--- config.mk ---
export PLATFORM = sky130hd
export DESIGN_NAME = alu_share_arbiter
export DESIGN_NICKNAME = d
export VERILOG_FILES = /design/src/rtl/riscv.sv /design/src/rtl/ALU.sv /design/src/rtl/rr_grant2.sv /design/src/rtl/alu_share_arbiter.sv
export SDC_FILE = /design/constraint.sdc
export NUM_CORES = 1
export LEC_CHECK = 0
export CAP_MARGIN = 20
export CORE_MARGIN = 3
export CORE_UTILIZATION = 40
export DETAILED_ROUTE_END_ITERATION = 8
export MAX_ROUTING_LAYER = met4
export SYNTH_ARGS = -nofsm -noshare
export SYNTH_HDL_FRONTEND = slang
export SYNTH_SLANG_ARGS = --single-unit
export TNS_END_PERCENT = 100
--- constraint.sdc ---
create_clock -name clk -period 5.8 [get_ports clk]
set_clock_uncertainty 0.15 [all_clocks]
set_input_delay 1.45 -clock clk [delete_from_list [all_inputs] [get_ports clk]]
set_output_delay 1.45 -clock clk [all_outputs]
set_load 0.03 [all_outputs]
--- src/rtl/riscv.sv ---
// rtl/riscv.sv - shared execute-stage types: ALU opcodes, arbiter source ids, output stage states
package riscv;

    // Execute-stage ALU opcode.
    typedef enum logic [3:0] {
        ADD  = 4'd0,
        SUB  = 4'd1,
        SLL  = 4'd2,
        SLT  = 4'd3,
        SLTU = 4'd4,
        XOR  = 4'd5,
        SRL  = 4'd6,
        SRA  = 4'd7,
        OR   = 4'd8,
        AND  = 4'd9
    } inst_type;

    // Number of requesters sharing the ALU.
    localparam int ALU_PORTS = 2;

    // Which requester issued a result.
    typedef enum logic {
        SRC_ISSUE = 1'b0,
        SRC_AGU   = 1'b1
    } alu_src_e;

    // One-entry result register occupancy.
    typedef enum logic {
        OUT_EMPTY = 1'b0,
        OUT_FULL  = 1'b1
    } out_state_e;

endpackage

--- src/rtl/ALU.sv ---
// rtl/ALU.sv - combinational execute-stage ALU
//
// Ports:
//   op_i  opcode (inst_type)
//   a_i   operand 1 (rs1/PC)
//   b_i   operand 2 (rs2/imm/shamt)
//   y_o   result
module ALU
    import riscv::*;
#(
    parameter int XLEN = 32
) (
    input  inst_type          op_i,
    input  logic [XLEN-1:0]   a_i,
    input  logic [XLEN-1:0]   b_i,
    output logic [XLEN-1:0]   y_o
);

    localparam int SH_W = $clog2(XLEN);

    // Shifts use only the low log2(XLEN) bits of operand 2.
    logic [SH_W-1:0] shamt;
    assign shamt = b_i[SH_W-1:0];

    always_comb begin
        y_o = '0;
        case (op_i)
            ADD:  y_o = a_i + b_i;
            SUB:  y_o = a_i - b_i;
            SLL:  y_o = a_i << shamt;
            SLT:  y_o = {{(XLEN-1){1'b0}}, ($signed(a_i) < $signed(b_i))};
            SLTU: y_o = {{(XLEN-1){1'b0}}, (a_i < b_i)};
            XOR:  y_o = a_i ^ b_i;
            SRL:  y_o = a_i >> shamt;
            SRA:  y_o = $signed(a_i) >>> shamt;
            OR:   y_o = a_i | b_i;
            AND:  y_o = a_i & b_i;
            default: y_o = '0;
        endcase
    end

endmodule

--- src/rtl/rr_grant2.sv ---
// rtl/rr_grant2.sv - combinational 2-way round-robin picker
//
// Ports:
//   valid_i  per-port request valid
//   ptr_i    port that wins when both are valid
//   grant_o  one-hot grant (zero when nothing is valid)
module rr_grant2 (
    input  logic [1:0] valid_i,
    input  logic       ptr_i,
    output logic [1:0] grant_o
);

    always_comb begin
        grant_o = valid_i;
        if (valid_i == 2'b11) begin
            grant_o = ptr_i ? 2'b10 : 2'b01;
        end
    end

endmodule

--- src/rtl/alu_share_arbiter.sv ---
// rtl/alu_share_arbiter.sv - round-robin sharing of one ALU between issue and AGU requesters
//
// Ports:
//   clk, rst                 clock, synchronous active-high reset
//   req_valid_i/req_ready_o  per-port request handshake
//   req_op_i, req_op1_i,
//   req_op2_i, req_tag_i     per-port opcode, operands and opaque tag
//   res_valid_o/res_ready_i  result handshake
//   res_data_o, res_src_o,
//   res_tag_o                ALU result, issuing port and its tag
//   conflict_cnt_o           saturating count of cycles with both ports valid
module alu_share_arbiter
    import riscv::*;
#(
    parameter int XLEN  = 32,
    parameter int TAG_W = 3,
    parameter int CNT_W = 16
) (
    input  logic                 clk,
    input  logic                 rst,
    input  logic [1:0]           req_valid_i,
    output logic [1:0]           req_ready_o,
    input  inst_type             req_op_i  [1:0],
    input  logic [XLEN-1:0]      req_op1_i [1:0],
    input  logic [XLEN-1:0]      req_op2_i [1:0],
    input  logic [TAG_W-1:0]     req_tag_i [1:0],
    output logic                 res_valid_o,
    input  logic                 res_ready_i,
    output logic [XLEN-1:0]      res_data_o,
    output alu_src_e             res_src_o,
    output logic [TAG_W-1:0]     res_tag_o,
    output logic [CNT_W-1:0]     conflict_cnt_o
);

    out_state_e          state_q, state_d;
    logic                rr_ptr_q;
    logic [XLEN-1:0]     res_data_q;
    alu_src_e            res_src_q;
    logic [TAG_W-1:0]    res_tag_q;
    logic [CNT_W-1:0]    cnt_q, cnt_d;

    logic [1:0]          grant;
    logic                can_accept;
    logic                accept;
    logic                sel;
    logic [XLEN-1:0]     alu_y;

    rr_grant2 u_pick (
        .valid_i (req_valid_i),
        .ptr_i   (rr_ptr_q),
        .grant_o (grant)
    );

    // The register can take a new result when empty or when its current
    // content leaves this same cycle.
    assign can_accept  = (state_q == OUT_EMPTY) || res_ready_i;
    assign req_ready_o = grant & {2{can_accept && !rst}};
    assign accept      = |req_ready_o;
    assign sel         = grant[1];

    ALU #(.XLEN(XLEN)) u_alu (
        .op_i (req_op_i[sel]),
        .a_i  (req_op1_i[sel]),
        .b_i  (req_op2_i[sel]),
        .y_o  (alu_y)
    );

    // Output stage occupancy: an accept always leaves it FULL; a drain
    // without a refill empties it.
    always_comb begin
        state_d = state_q;
        case (state_q)
            OUT_EMPTY: if (accept) state_d = OUT_FULL;
            OUT_FULL:  if (res_ready_i && !accept) state_d = OUT_EMPTY;
            default:   state_d = OUT_EMPTY;
        endcase
    end

    // At most one port is accepted, so every cycle with both valid leaves
    // one port waiting, whether or not the other got through.
    always_comb begin
        cnt_d = cnt_q;
        if (req_valid_i == 2'b11 && cnt_q != {CNT_W{1'b1}}) begin
            cnt_d = cnt_q + CNT_W'(1);
        end
    end

    always_ff @(posedge clk) begin
        if (rst) begin
            state_q    <= OUT_EMPTY;
            rr_ptr_q   <= 1'b0;
            res_data_q <= '0;
            res_src_q  <= SRC_ISSUE;
            res_tag_q  <= '0;
            cnt_q      <= '0;
        end else begin
            state_q <= state_d;
            cnt_q   <= cnt_d;
            if (accept) begin
                res_data_q <= alu_y;
                res_src_q  <= alu_src_e'(sel);
                res_tag_q  <= req_tag_i[sel];
                rr_ptr_q   <= ~sel;
            end
        end
    end

    assign res_valid_o    = (state_q == OUT_FULL);
    assign res_data_o     = res_data_q;
    assign res_src_o      = res_src_q;
    assign res_tag_o      = res_tag_q;
    assign conflict_cnt_o = cnt_q;

endmodule

==> results.md <==
- Counting flops with an async set or reset pin after synthesis yields a share of 0%.
- The HPWL after detailed placement is a little under 60 mm.
- The count of cells along the worst register-to-register path is 18.
- CTS saw 54 sinks.
- Power spread over the standard cell area amounts to 178 nW/µm².
- The placeable core region is 32900 µm².
- The final routed DRC violation total is 0.
- The class of the tightest hold or removal check is register to register.
- The length of the first detailed-routing pass in iterations is 6.
- The placed instance count is about 2800.
- Measured along the y axis, the die boundary spans 190 µm.
- The count of final setup violators is 0.
- The final critical path takes up 97.2% of the cycle.
- The clock transition at the register clock pins on the worst setup and hold paths after CTS is around 0.09 ns.
- Dividing the detail-routed wire length by the instance count gives 25.7 µm.
- The global routing met1 resource utilization is 49.6%.
- The floorplan row count is 66.
- In this run the worst path has a maximum fanout of 28.
- The critical path crosses 19 cells after its start point.
- The leakage power figure is 7.81 nW.
- During I/O placement, the number of pins put on the boundary was 202.
- The maximum number of buffers from clock root to sink is 2.
- The signal on the critical path passes through clkdlybuf4s50_1, and2b_1, nor2_4, buf_12, buf_12, buf_4, nand2_1, nand2_1, ha_1, nand2b_1, nor2_1, a21oi_1, o221ai_1, a221o_1, a2111oi_0, buf_4, o21ai_1, a2111oi_0, a211oi_1.
- Once detail routing completed, the nets flagged for antenna violations numbered 0.
- Buffers added to address setup during post-CTS repair amount to 0.
- The starting density of the core is 41.0%.
- The endpoint of the worst register-to-register path is res_data_o[28]$_SDFFE_PP0P_.
- Following the worst setup path forward leads to its endpoint at res_data_o[28]$_SDFFE_PP0P_.
- The sequential area share after synthesis is between 7 and 8%.
- After global routing the overflow that remains totals 0.
- Summing all flip-flop and latch instances after layout gives between 1000 and 1500 µm².
- The flow ran to the end, and the final reports show no timing, DRC or antenna violations.
- The congestion estimate from routability-driven global placement came to 1.10.
- The initial antenna violation count is 2.
- The total number of vias is 18000.
- The count of buffers added on input and output ports is 201.
- In this run the most used layer during global routing was met2.
- For met2 alone, demand over resource in global routing was 63.0%.
- Setup repair after global routing left no endpoint under its margin.
- Using the TritonRoute via totals, the vias-per-cell ratio works out to 6.32.
- The number of fill cells is between 3000 and 4000.
- Among all stages on the critical path, the largest delay is contributed by sky130_fd_sc_hd__a2111oi_0.
- The setup TNS after final layout is 0 ns.
- The worst setup path is launched from a primary input.
- The transition time at the pin with the least slew margin is approximately 1.1 ns.
- The final-report hold violation count is 0.
- The count of mapped cells out of synthesis is approximately 2100.
- The element type at the critical path end is a register.
- The per-instance average area after synthesis is 6.51 µm².
- The iteration-0 DRC count of the detailed router is 1978.
- In this run the clock root is driven by a sky130_fd_sc_hd__clkbuf_16.
- Measured along the x axis, the die boundary spans 190 µm.
- The count of pins over their slew limit is 0.
- The clock period minus final worst setup slack is 5.64 ns.
- The number of gates given a new drive strength after cts is 0.
- The multi-input combinational cells in the finished layout cover a total of 11500 µm².
- The maximum vdd drop is 0.000126 V.
- The clock latency at the later pin of the worst-skew pair is around 0.33 ns.
- The H-tree generated during clock tree synthesis spans 2 levels.
- The worst-case register-to-register setup slack is 1.37 ns.
- The number of warnings printed during yosys synthesis is 0.
- Buffers inserted to repair hold after CTS numbered 0.
- The global routing usage on met3 is 5.44%.
- The total nets after synthesis is 2326.
- TritonCTS built the clock tree.
- In this design, the stage delay of the slowest critical-path cell is 0.56 ns.
- The final cell count without fillers is 2841.
- In the global route stage, overall resource usage came out at 40.1%.
- Hold is met by 0.308 ns.
- Counting both buffers and inverters, the worst setup path holds a total of 5.
- The post-layout net count is 2644.
- Of the cells placed in the final design, the portion with a size suffix greater than 1 is about 15%.
- The total non-filler cell area in the finished layout is ~18000 µm².
- Compared with the post-synthesis result, the final layout area differs by 32.4%.
- The routed design has about 73 mm of wire.
- The first global-routing pass estimated 108 mm of wire.
- The top cell family by delay on the critical path is compound AO/OA/AOI/OAI gates.
- The placed standard-cell area is 17700 µm².
- The via count of the first global-routing pass is roughly 17000.
- Based on the critical path, the design can be clocked at up to 0.177 GHz.
- The max-cap violation count is 0.
- In this run the cell area of the synthesized design comes to roughly 14000 µm².
- The maximum number of pins on one net before global-route repair is 79.
- The most instantiated flip-flop cell in the synthesis netlist is sky130_fd_sc_hd__dfxtp_1.
- The number of enable-type register cells in the synthesized netlist is 0.
- The required time at the endpoint of the critical path is ~5.8 ns.
- The design draws 3.18 mW.
- Measured against its own limit, the worst slew margin works out to 28.9%.
- The beginning of the worst register-to-register path is rr_ptr_q$_SDFFE_PP0P_.
- Synthesis inferred 54 register bits.
- The critical path is of the primary input to register type.
- The floorplan step defined a die boundary enclosing between 30000 and 40000 µm².
- Tracing the worst setup path back leads to its startpoint at req_valid_i[0].
- The data arrival time of the critical path is 5.68 ns.
- The netlist uses 89 different library cells.
- The total CTS buffers is 5.
[synthesized netlist by cell type, types with 16 or more instances]
cell | number | area (µm²)
sky130_fd_sc_hd__clkbuf_1 | 87 | 327
sky130_fd_sc_hd__buf_1 | 25 | 93.8
sky130_fd_sc_hd__nor3_1 | 41 | 205
sky130_fd_sc_hd__inv_1 | 101 | 379
sky130_fd_sc_hd__buf_2 | 43 | 215
sky130_fd_sc_hd__nand3_1 | 54 | 270
sky130_fd_sc_hd__nor2b_1 | 34 | 213
sky130_fd_sc_hd__o21ai_0 | 117 | 586
sky130_fd_sc_hd__a221oi_1 | 24 | 210
sky130_fd_sc_hd__ha_1 | 100 | 1250
sky130_fd_sc_hd__mux2i_1 | 149 | 1490
sky130_fd_sc_hd__o21ai_1 | 18 | 90.1
sky130_fd_sc_hd__nand2b_1 | 18 | 113
sky130_fd_sc_hd__o211ai_1 | 41 | 308
sky130_fd_sc_hd__dfxtp_1 | 54 | 1080
sky130_fd_sc_hd__and3_1 | 16 | 100
sky130_fd_sc_hd__a211oi_1 | 41 | 308
sky130_fd_sc_hd__a31oi_1 | 29 | 181
sky130_fd_sc_hd__nor2_1 | 164 | 616
sky130_fd_sc_hd__a21oi_1 | 195 | 976
sky130_fd_sc_hd__mux2_2 | 36 | 405
sky130_fd_sc_hd__o21bai_1 | 19 | 143
sky130_fd_sc_hd__nand2_1 | 361 | 1360
sky130_fd_sc_hd__a22oi_1 | 26 | 195
[how the worst min path moves through the flow]
stage,from,endpoint,cells after the start,slack (ns)
CTS,res_data_o[9]$_SDFFE_PP0P_,res_data_o[9]$_SDFFE_PP0P_,2,0.31
global placement,res_data_o[9]$_SDFFE_PP0P_,res_data_o[9]$_SDFFE_PP0P_,2,0.29
floorplan,rr_ptr_q$_SDFFE_PP0P_,rr_ptr_q$_SDFFE_PP0P_,2,0.36
global route,res_data_o[9]$_SDFFE_PP0P_,res_data_o[9]$_SDFFE_PP0P_,2,0.33
finish,res_data_o[9]$_SDFFE_PP0P_,res_data_o[9]$_SDFFE_PP0P_,2,0.31
detailed placement,res_data_o[9]$_SDFFE_PP0P_,res_data_o[9]$_SDFFE_PP0P_,2,0.30
[cell families (layout without fill, tap and decap cells)]
group | count (synthesis) | in the layout | share of synthesized area [%]
adder cells (fa/ha/maj) | 102 | 102 | 9.55
other | 0 | 3 | 0
XOR/XNOR | 30 | 30 | 1.94
multiplexers | 189 | 189 | 14.6
AND/OR/NAND/NOR | 751 | 751 | 24.5
flip-flops | 54 | 54 | 8.00
buffers and inverters | 266 | 585 | 7.93
AO/OA/AOI/OAI | 685 | 685 | 33.5
[final cells by class]
type / instances / area share (%)
timing repair buffer: 470 / 23.6
inverter: 107 / 2.24
clock inverter: 3 / 0.245
clock buffer: 5 / 0.699
antenna: 3 / 0.0420
multi-input combinational: 1757 / 64.0
sequential: 54 / 6.04
tap: 442 / 3.09
[where the power goes]
part	switching, mW	leakage, nW	total, mW	internal [mW]
registers	0.0221	0.439	0.414	0.392
logic	1.43	7.28	2.39	0.959
clock network	0.177	0.0842	0.383	0.206
total	1.62	7.81	3.18	1.56
[layout by cell type (no fill, tap or decap), types with 15 or more instances in the layout]
| cell type | count |
|---|---|
| sky130_fd_sc_hd__xor2_1 | 15 |
| sky130_fd_sc_hd__nor2b_1 | 34 |
| sky130_fd_sc_hd__dfxtp_1 | 54 |
| sky130_fd_sc_hd__mux2_2 | 36 |
| sky130_fd_sc_hd__a211oi_1 | 41 |
| sky130_fd_sc_hd__buf_4 | 253 |
| sky130_fd_sc_hd__clkdlybuf4s50_1 | 198 |
| sky130_fd_sc_hd__a221oi_1 | 24 |
| sky130_fd_sc_hd__o211ai_1 | 41 |
| sky130_fd_sc_hd__and3_1 | 16 |
| sky130_fd_sc_hd__a21oi_1 | 194 |
| sky130_fd_sc_hd__o21ai_0 | 116 |
| sky130_fd_sc_hd__mux2i_1 | 148 |
| sky130_fd_sc_hd__inv_1 | 101 |
| sky130_fd_sc_hd__buf_12 | 16 |
| sky130_fd_sc_hd__nor2_1 | 164 |
| sky130_fd_sc_hd__xnor2_1 | 15 |
| sky130_fd_sc_hd__o221ai_1 | 15 |
| sky130_fd_sc_hd__nor3_1 | 40 |
| sky130_fd_sc_hd__o21ai_1 | 17 |
| sky130_fd_sc_hd__a31oi_1 | 29 |
| sky130_fd_sc_hd__o21bai_1 | 19 |
| sky130_fd_sc_hd__a22oi_1 | 26 |
| sky130_fd_sc_hd__nand3_1 | 54 |
| sky130_fd_sc_hd__nand2_1 | 360 |
| sky130_fd_sc_hd__ha_1 | 99 |
| sky130_fd_sc_hd__nand2b_1 | 18 |
[layer usage]
layer  share of wire, %  up-vias
li1                   -     8200
met1                 40     8527
met2                 45     1042
met3                8.5      197
met4                7.0        0
met5                  0        -
[stage by stage]
| step | utilization [%] | setup slack (ns) |
|---|---|---|
| detailed placement | 53.7 | -0.185 |
| global route | 54.3 | 0.0134 |
| floorplan | - | 0.00791 |
| finish | 54.3 | 0.161 |
| CTS | 54.2 | 0.140 |
| global placement | 53.7 | -0.203 |
[tightest hold or removal path, stage by stage, from the launching register on]
cell                      delay, ns
sky130_fd_sc_hd__dfxtp_1       0.32
sky130_fd_sc_hd__nand2_1       0.05
sky130_fd_sc_hd__o21ai_1       0.05
[flip-flops by register name (all words and copies together) (netlist names)]
signal          count
res_data_o         32
conflict_cnt_o     16
res_tag_o           3
res_src_o           1
res_valid_o         1
rr_ptr_q            1
Power figures use the tool's default switching activity.
